File: config.mk
export PLATFORM = sky130hd
export DESIGN_NAME = ltc2308_ctrl
export DESIGN_NICKNAME = d
export VERILOG_FILES = /design/src/rtl/ltc2308_ctrl.sv
export SDC_FILE = /design/constraint.sdc
export NUM_CORES = 1
export LEC_CHECK = 0
export CAP_MARGIN = 20
export CORE_MARGIN = 2
export CORE_UTILIZATION = 50
export CTS_CLUSTER_SIZE = 16
export DETAILED_ROUTE_END_ITERATION = 7
export GPL_TIMING_DRIVEN = 0
export PLACE_DENSITY = 0.75
export SLEW_MARGIN = 30
export SYNTH_ARGS = -nofsm -noshare
export SYNTH_HDL_FRONTEND = slang
export SYNTH_SLANG_ARGS = --single-unit
File: constraint.sdc
create_clock -name clk -period 2.5 [get_ports clk]
set_input_delay 0.5 -clock clk [delete_from_list [all_inputs] [get_ports clk]]
set_output_delay 0.5 -clock clk [all_outputs]
set_load 0.1 [all_outputs]
File: src/rtl/ltc2308_ctrl.sv
// LTC2308 SAR ADC master: CONVST pulse, conversion wait, then one 12-bit SPI frame
// that shifts the next configuration word out while the current sample comes in.
`timescale 1ns/1ps
module ltc2308_ctrl #(
    parameter int unsigned CONVST_CYC = 2,
    parameter int unsigned TCONV_CYC  = 80,
    parameter int unsigned SCK_HALF   = 2
) (
    input  logic        clk,
    input  logic        rst_n,
    input  logic        start,
    input  logic [2:0]  cfg_ch,
    input  logic        cfg_sd,
    input  logic        cfg_uni,
    input  logic        cfg_slp,
    output logic        busy,
    output logic        result_valid,
    output logic [11:0] result_data,
    output logic [2:0]  result_ch,
    output logic        adc_convst,
    output logic        adc_sck,
    output logic        adc_sdi,
    input  logic        adc_sdo
);
    localparam int unsigned CNT_W = $clog2(TCONV_CYC + 1);
    localparam int unsigned PH_W  = (SCK_HALF > 1) ? $clog2(SCK_HALF) : 1;

    typedef enum logic [2:0] {
        ST_IDLE  = 3'd0,
        ST_CONV  = 3'd1,
        ST_WAIT  = 3'd2,
        ST_SHIFT = 3'd3,
        ST_DONE  = 3'd4
    } state_t;

    // SDI value for frame bit k: config word MSB first, zeros after the sixth bit.
    function automatic logic cfg_bit(input logic [5:0] word, input logic [3:0] k);
        logic b;
        if (k < 4'd6) begin
            b = word[3'd5 - k[2:0]];
        end else begin
            b = 1'b0;
        end
        return b;
    endfunction

    state_t            state_r, state_s;
    logic [CNT_W-1:0]  cnt_r, cnt_s;
    logic [PH_W-1:0]   ph_r, ph_s;
    logic [3:0]        bit_r, bit_s;
    logic [5:0]        cfg_word_r, cfg_word_s;
    logic [11:0]       shreg_r, shreg_s;
    logic [2:0]        prev_ch_r, prev_ch_s;
    logic              have_prev_r, have_prev_s;
    logic              convst_r, convst_s;
    logic              sck_r, sck_s;
    logic              sdi_r, sdi_s;
    logic              busy_r, busy_s;
    logic              valid_r, valid_s;
    logic [11:0]       data_r, data_s;
    logic [2:0]        rch_r, rch_s;

    assign busy         = busy_r;
    assign result_valid = valid_r;
    assign result_data  = data_r;
    assign result_ch    = rch_r;
    assign adc_convst   = convst_r;
    assign adc_sck      = sck_r;
    assign adc_sdi      = sdi_r;

    // State and every output pin/result register; reset forces all pins low.
    always_ff @(posedge clk or negedge rst_n) begin
        if (!rst_n) begin
            state_r     <= ST_IDLE;
            cnt_r       <= '0;
            ph_r        <= '0;
            bit_r       <= 4'd0;
            cfg_word_r  <= 6'd0;
            shreg_r     <= 12'd0;
            prev_ch_r   <= 3'd0;
            have_prev_r <= 1'b0;
            convst_r    <= 1'b0;
            sck_r       <= 1'b0;
            sdi_r       <= 1'b0;
            busy_r      <= 1'b0;
            valid_r     <= 1'b0;
            data_r      <= 12'd0;
            rch_r       <= 3'd0;
        end else begin
            state_r     <= state_s;
            cnt_r       <= cnt_s;
            ph_r        <= ph_s;
            bit_r       <= bit_s;
            cfg_word_r  <= cfg_word_s;
            shreg_r     <= shreg_s;
            prev_ch_r   <= prev_ch_s;
            have_prev_r <= have_prev_s;
            convst_r    <= convst_s;
            sck_r       <= sck_s;
            sdi_r       <= sdi_s;
            busy_r      <= busy_s;
            valid_r     <= valid_s;
            data_r      <= data_s;
            rch_r       <= rch_s;
        end
    end

    // Next-state and next-output logic; the counter runs from the CONVST rise through WAIT.
    always_comb begin
        state_s     = state_r;
        cnt_s       = cnt_r;
        ph_s        = ph_r;
        bit_s       = bit_r;
        cfg_word_s  = cfg_word_r;
        shreg_s     = shreg_r;
        prev_ch_s   = prev_ch_r;
        have_prev_s = have_prev_r;
        convst_s    = 1'b0;
        sck_s       = sck_r;
        sdi_s       = sdi_r;
        busy_s      = busy_r;
        valid_s     = 1'b0;
        data_s      = data_r;
        rch_s       = rch_r;
        case (state_r)
            ST_IDLE: begin
                if (start) begin
                    state_s    = ST_CONV;
                    cfg_word_s = {cfg_sd, cfg_ch, cfg_uni, cfg_slp};
                    cnt_s      = '0;
                    convst_s   = 1'b1;
                    busy_s     = 1'b1;
                end else begin
                    busy_s = 1'b0;
                end
            end
            ST_CONV: begin
                cnt_s = cnt_r + CNT_W'(1);
                if (cnt_r == CNT_W'(CONVST_CYC - 1)) begin
                    state_s  = ST_WAIT;
                    convst_s = 1'b0;
                end else begin
                    convst_s = 1'b1;
                end
            end
            ST_WAIT: begin
                cnt_s = cnt_r + CNT_W'(1);
                if (cnt_r == CNT_W'(TCONV_CYC - 1)) begin
                    state_s = ST_SHIFT;
                    ph_s    = '0;
                    bit_s   = 4'd0;
                    sck_s   = 1'b0;
                    sdi_s   = cfg_bit(cfg_word_r, 4'd0);
                end else begin
                    sdi_s = 1'b0;
                end
            end
            ST_SHIFT: begin
                if (ph_r == PH_W'(SCK_HALF - 1)) begin
                    ph_s = '0;
                    if (!sck_r) begin
                        sck_s = 1'b1;
                    end else begin
                        // Falling edge: capture SDO while SCK is still high, then present next SDI.
                        sck_s   = 1'b0;
                        shreg_s = {shreg_r[10:0], adc_sdo};
                        if (bit_r == 4'd11) begin
                            state_s = ST_DONE;
                            sdi_s   = 1'b0;
                        end else begin
                            bit_s = bit_r + 4'd1;
                            sdi_s = cfg_bit(cfg_word_r, bit_r + 4'd1);
                        end
                    end
                end else begin
                    ph_s = ph_r + PH_W'(1);
                end
            end
            ST_DONE: begin
                state_s     = ST_IDLE;
                busy_s      = 1'b0;
                valid_s     = have_prev_r;
                rch_s       = prev_ch_r;
                prev_ch_s   = cfg_word_r[4:2];
                have_prev_s = 1'b1;
                if (have_prev_r) begin
                    data_s = shreg_r;
                end else begin
                    data_s = data_r;
                end
            end
            default: begin
                state_s = ST_IDLE;
                busy_s  = 1'b0;
                sck_s   = 1'b0;
                sdi_s   = 1'b0;
            end
        endcase
    end
endmodule

Word level (Yosys, flattened, before mapping)
Cells that the tools add are included.

word-level totals
  register bits = 57
  output and inout port bits = 20

operators by class
  $add $sub $neg = 4
  $lt $le $gt $ge = 2
  eq/ne operators = 14
  muxes and demuxes = 33
  bitwise operators = 1
  reductions and logical operators = 15

operators by type and width
  cell                   number
  $mux W3                6
  $mux W4                4
  $ne A2 B2 Y1 const B   7
  $pmux W7 S2            1
  $mux W1                13
  $pmux W3 S4            1
  $reduce_and A3 Y1      3
  $pmux W4 S2            1
  $reduce_and A2 Y1      4
  $add A7 B1 Y7 const B  1
  $eq A7 B1 Y1 const B   1
  $eq A7 B7 Y1 const B   1
  $mux W7                1
  $eq A3 B2 Y1 const B   2
  $pmux W1 S2            3
  $pmux W1 S3            2
  $reduce_and A6 Y1      1
  $reduce_or A3 Y1       2
  $reduce_and A5 Y1      1
  $add A4 B1 Y4 const B  1
  $eq A4 B4 Y1 const B   1
  $lt A3 B4 Y1 const B   1
  $lt A4 B3 Y1 const B   1
  $reduce_bool A2 Y1     2
  other kinds (8)        8

Depth between registers and ports, before layout
  depth after elaboration = 9
  depth in mapped cells = 7
  gate-level depth less buffers = 6

Least setup slack after synthesis
Ideal clock, no wire load.

  path kind = flip-flop to flip-flop
  start point = register sck_r (netlist: adc_sck)
  end point = register shreg_r[10]
  setup time = 0.125 ns
  data arrival time = 1.993 ns
  slack = 0.383 ns
  cell stages (with the launch flop) = 5
  period minus slack after synthesis = 2.117 ns
  cells stage by stage = dfrtp_1 nand4_1 nor2_2 buf_6 mux2_2

between the ends
  cells in the longest elaborated chain, start to end = 1

RTL lines
  item                                RTL line  text
  start: declaration                  56        logic sck_r, sck_s;
  start signal: assignment            99        sck_r <= sck_s;
  $reduce_and A3 Y1 (no source line)  -
  end signal: assignment              95        shreg_r <= shreg_s;
  end: declaration                    52        logic [11:0] shreg_r, shreg_s;

Every way passes these cells.
A chain may end at the register's enable or synchronous reset.

Final worst setup path
  start point = register sck_r (netlist: adc_sck)
  end point = output adc_sck

RTL lines
  item              RTL line  text
  end: declaration  21        output logic adc_sck,

No word-level cell between the ends.

==> results_dict.tcl <==
set metrics [dict create \
    fillers 398 \
    crit_buf_inv 1 \
    layout_min_cycle_time_ns 2.42 \
    cpPeakStageDelay_ns 1.16 \
    leakage_nw 1.49 \
    routedWlPerCell_um 14.9 \
    ys_seq_area_share_pct 53.7 \
    cts.sinks 57 \
    grt_max_degree 46 \
    gp_congestion 0.897 \
    fin_nets 265 \
    synth_cells 211 \
    r2r_setup_slack_ns 0.66 \
    syn_nets 224 \
    vias_per_cell 5.39 \
    clock_path_buffers 2 \
    port_buffers 29 \
    hold_buffers 0 \
    final_antenna_net_count 0 \
    dp_hpwl_um 3280 \
    finalHoldViolCount 0 \
    drv_cap 0 \
    async_flop_share_pct 100 \
    ys_ff_latch 57 \
    synth_ff_type "dfrtp_1" \
    drc_errors 0 \
    cp-end-kind "primary output" \
    cpLargestDelayFamily "buffers and inverters" \
    start_util_pct 52.0 \
    critPathSlowestCell "clkdlybuf4s50_1" \
    place_inst 311 \
    setup_viol 0 \
    numCtsBuffers 9 \
    arrival_ns 1.92 \
    antenna_cells 0 \
    r2r_cells 5 \
    synthDistinctLibCells 52 \
    crit_path_max_fanout 6 \
    drtPass1Iterations 4 \
    die_h_um 76.9 \
    cts-root-buf "clkbuf_8" \
    grt_pass1_wl_um 8800 \
    fin_skew_ns 0.00786 \
    path_clk_slew_ns 0.07 \
    start_kind "register" \
    post_cts_buffers 0 \
    grt_pass1_vias 1832 \
    cts_tree "yes" \
    final_core_util_pct 64.2 \
    cts_resized 0 \
    grt_setup_unrepaired "no" \
    path_class "reg2out" \
    vias 1764 \
    drive_gt1_share_pct 30.7 \
    period_share_pct 97.0 \
    antenna_found_initial 0 \
    ios 30 \
    worstReg2RegEnd "bit_r[2]" \
    slew_headroom_pct 35.5 \
    fmax_ghz 0.412 \
    area_delta_synth_final_pct 23.4 \
    r2r-start "bit_r[0]" \
    gr-usage-all-layers_pct 19.1 \
    tightest_slew_ns 0.965 \
    synth_edf_count 0 \
    layout.cells.non_filler 327 \
    cp_data_required_time_ns 2.00 \
    drt-total-wl_um 4880 \
    die-area_um2 5910 \
    synth_area_per_cell_um2 12.6 \
    slew_viol_final 0 \
    drt_iter0_markers 154 \
    synth.cell_area_um2 2660 \
    hp-class "in2async" \
    core_um2 5110 \
    yosys_warnings 0 \
    fp.dieW_um 76.9 \
    status "complete, no violations" \
    irDropWorstVdd_mv 0.716 \
    std_cell_rows 26 \
    cts.htree.levels 3 \
    worstSkewPairLatency_ns 0.33 \
    powerDensity_nw_per_um2 1020 \
    path_cells "clkdlybuf4s50_1" \
    gr-total-overflow 0 \
]
[flip-flops by register name, summed over array words and instances (netlist names), 3 cells and up]
register / cells
prev_ch_r: 3
cnt_r: 7
bit_r: 4
state_r: 3
cfg_word_r: 6
result_ch: 3
result_data: 12
shreg_r: 12
[how the worst max path moves through the flow]
stage	cells after the start	from	to	slack, ns
finish	1	adc_sck	adc_sck	0.08
global route	1	adc_sck	adc_sck	0.02
CTS	1	adc_sck	adc_sck	0.06
detailed placement	5	start	cfg_word_r[3]	0.40
global placement	1	rst_n	result_data[6]	-0.86
floorplan	4	adc_sck	shreg_r[10]	0.38
[placed cells by master, fill, tap and decap left out, types with 2 or more instances in the layout]
master	n
clkinv_2	2
clkdlybuf4s50_1	28
nor3_1	2
and2_1	2
a211oi_1	3
bufinv_16	2
clkinv_4	2
clkbuf_8	9
nor2_1	11
ha_1	3
xnor2_1	3
mux2_4	4
nor4b_1	2
nand3_1	7
dfrtp_1	57
a21oi_1	7
nand2_1	9
inv_1	4
buf_2	4
mux2i_1	2
o21ai_0	9
buf_6	6
a31oi_1	2
nor4b_2	2
and3_1	3
nor2b_1	4
nor3_2	2
mux2_2	34
[logic make-up after synthesis]
group	Yosys count	share of synthesized area [%]
AND/OR/NAND/NOR	59	13.4
flip-flops	57	53.7
multiplexers	41	18.3
AO/OA/AOI/OAI	31	7.77
buffers and inverters	16	4.14
XOR/XNOR	4	1.32
adder cells (fa/ha/maj)	3	1.41
[routing by layer]
metal	wire (um)	GRT usage [%]
met3	197	4.82
met2	2360	28.9
met4	72	10.4
met1	2250	25.3
met5	0	0
[cell usage after synthesis (all sizes together) (4+ instances only)]
cell / instances / area share [%]
o21ai: 9 / 1.7
nor2: 12 / 1.8
nor4b: 4 / 1.8
mux2: 38 / 17
a21oi: 7 / 1.3
and3: 4 / 0.99
nor2b: 4 / 0.94
inv: 5 / 0.71
nor3: 4 / 1.1
nand3: 7 / 1.3
dfrtp: 57 / 54
nand2: 9 / 1.3
buf: 10 / 3.3
[layout make-up]
cell class / instances / area, um^2 / area share (%)
repair buffers: 30 / 315 / 9.62
flip-flops and latches: 57 / 1430 / 43.5
clock inverters: 7 / 95.1 / 2.90
clock buffers: 9 / 124 / 3.78
inverters: 5 / 18.8 / 0.573
plain buffers: 11 / 91.3 / 2.79
well taps: 70 / 87.6 / 2.67
multi-input cells: 138 / 1120 / 34.2
[where the power goes]
group	internal [mW]	total, mW	switching, mW
logic	0.491	1.03	0.535
clock network	0.560	0.938	0.378
registers	1.15	1.37	0.220
[per-stage QoR]
stage / setup TNS (ns) / power [mW] / setup WS, ns / area [um^2] / hold WS (ns)
2_1_floorplan: 0 / 2.15 / 0.383 / 2660 / 0.204
3_3_place_gp: -48.71 / 2.37 / -0.859 / 3030 / 0.452
3_5_place_dp: 0 / 2.41 / 0.404 / 3060 / 0.368
4_1_cts: 0 / 3.36 / 0.0597 / 3280 / 0.0113
5_1_grt: 0 / 3.55 / 0.0178 / 3280 / 0.00987
6_report: 0 / 3.34 / 0.0756 / 3280 / 0.0165
[worst reg2reg max path: cells and delay by family, from the launching register on]
family | cells | cell delay [ns]
AO/OA/AOI/OAI | 2 | 0.52
adder cells (fa/ha/maj) | 1 | 0.27
flip-flops | 1 | 0.45
AND/OR/NAND/NOR | 2 | 0.49
No activity file was read; power rests on OpenSTA's default activity.
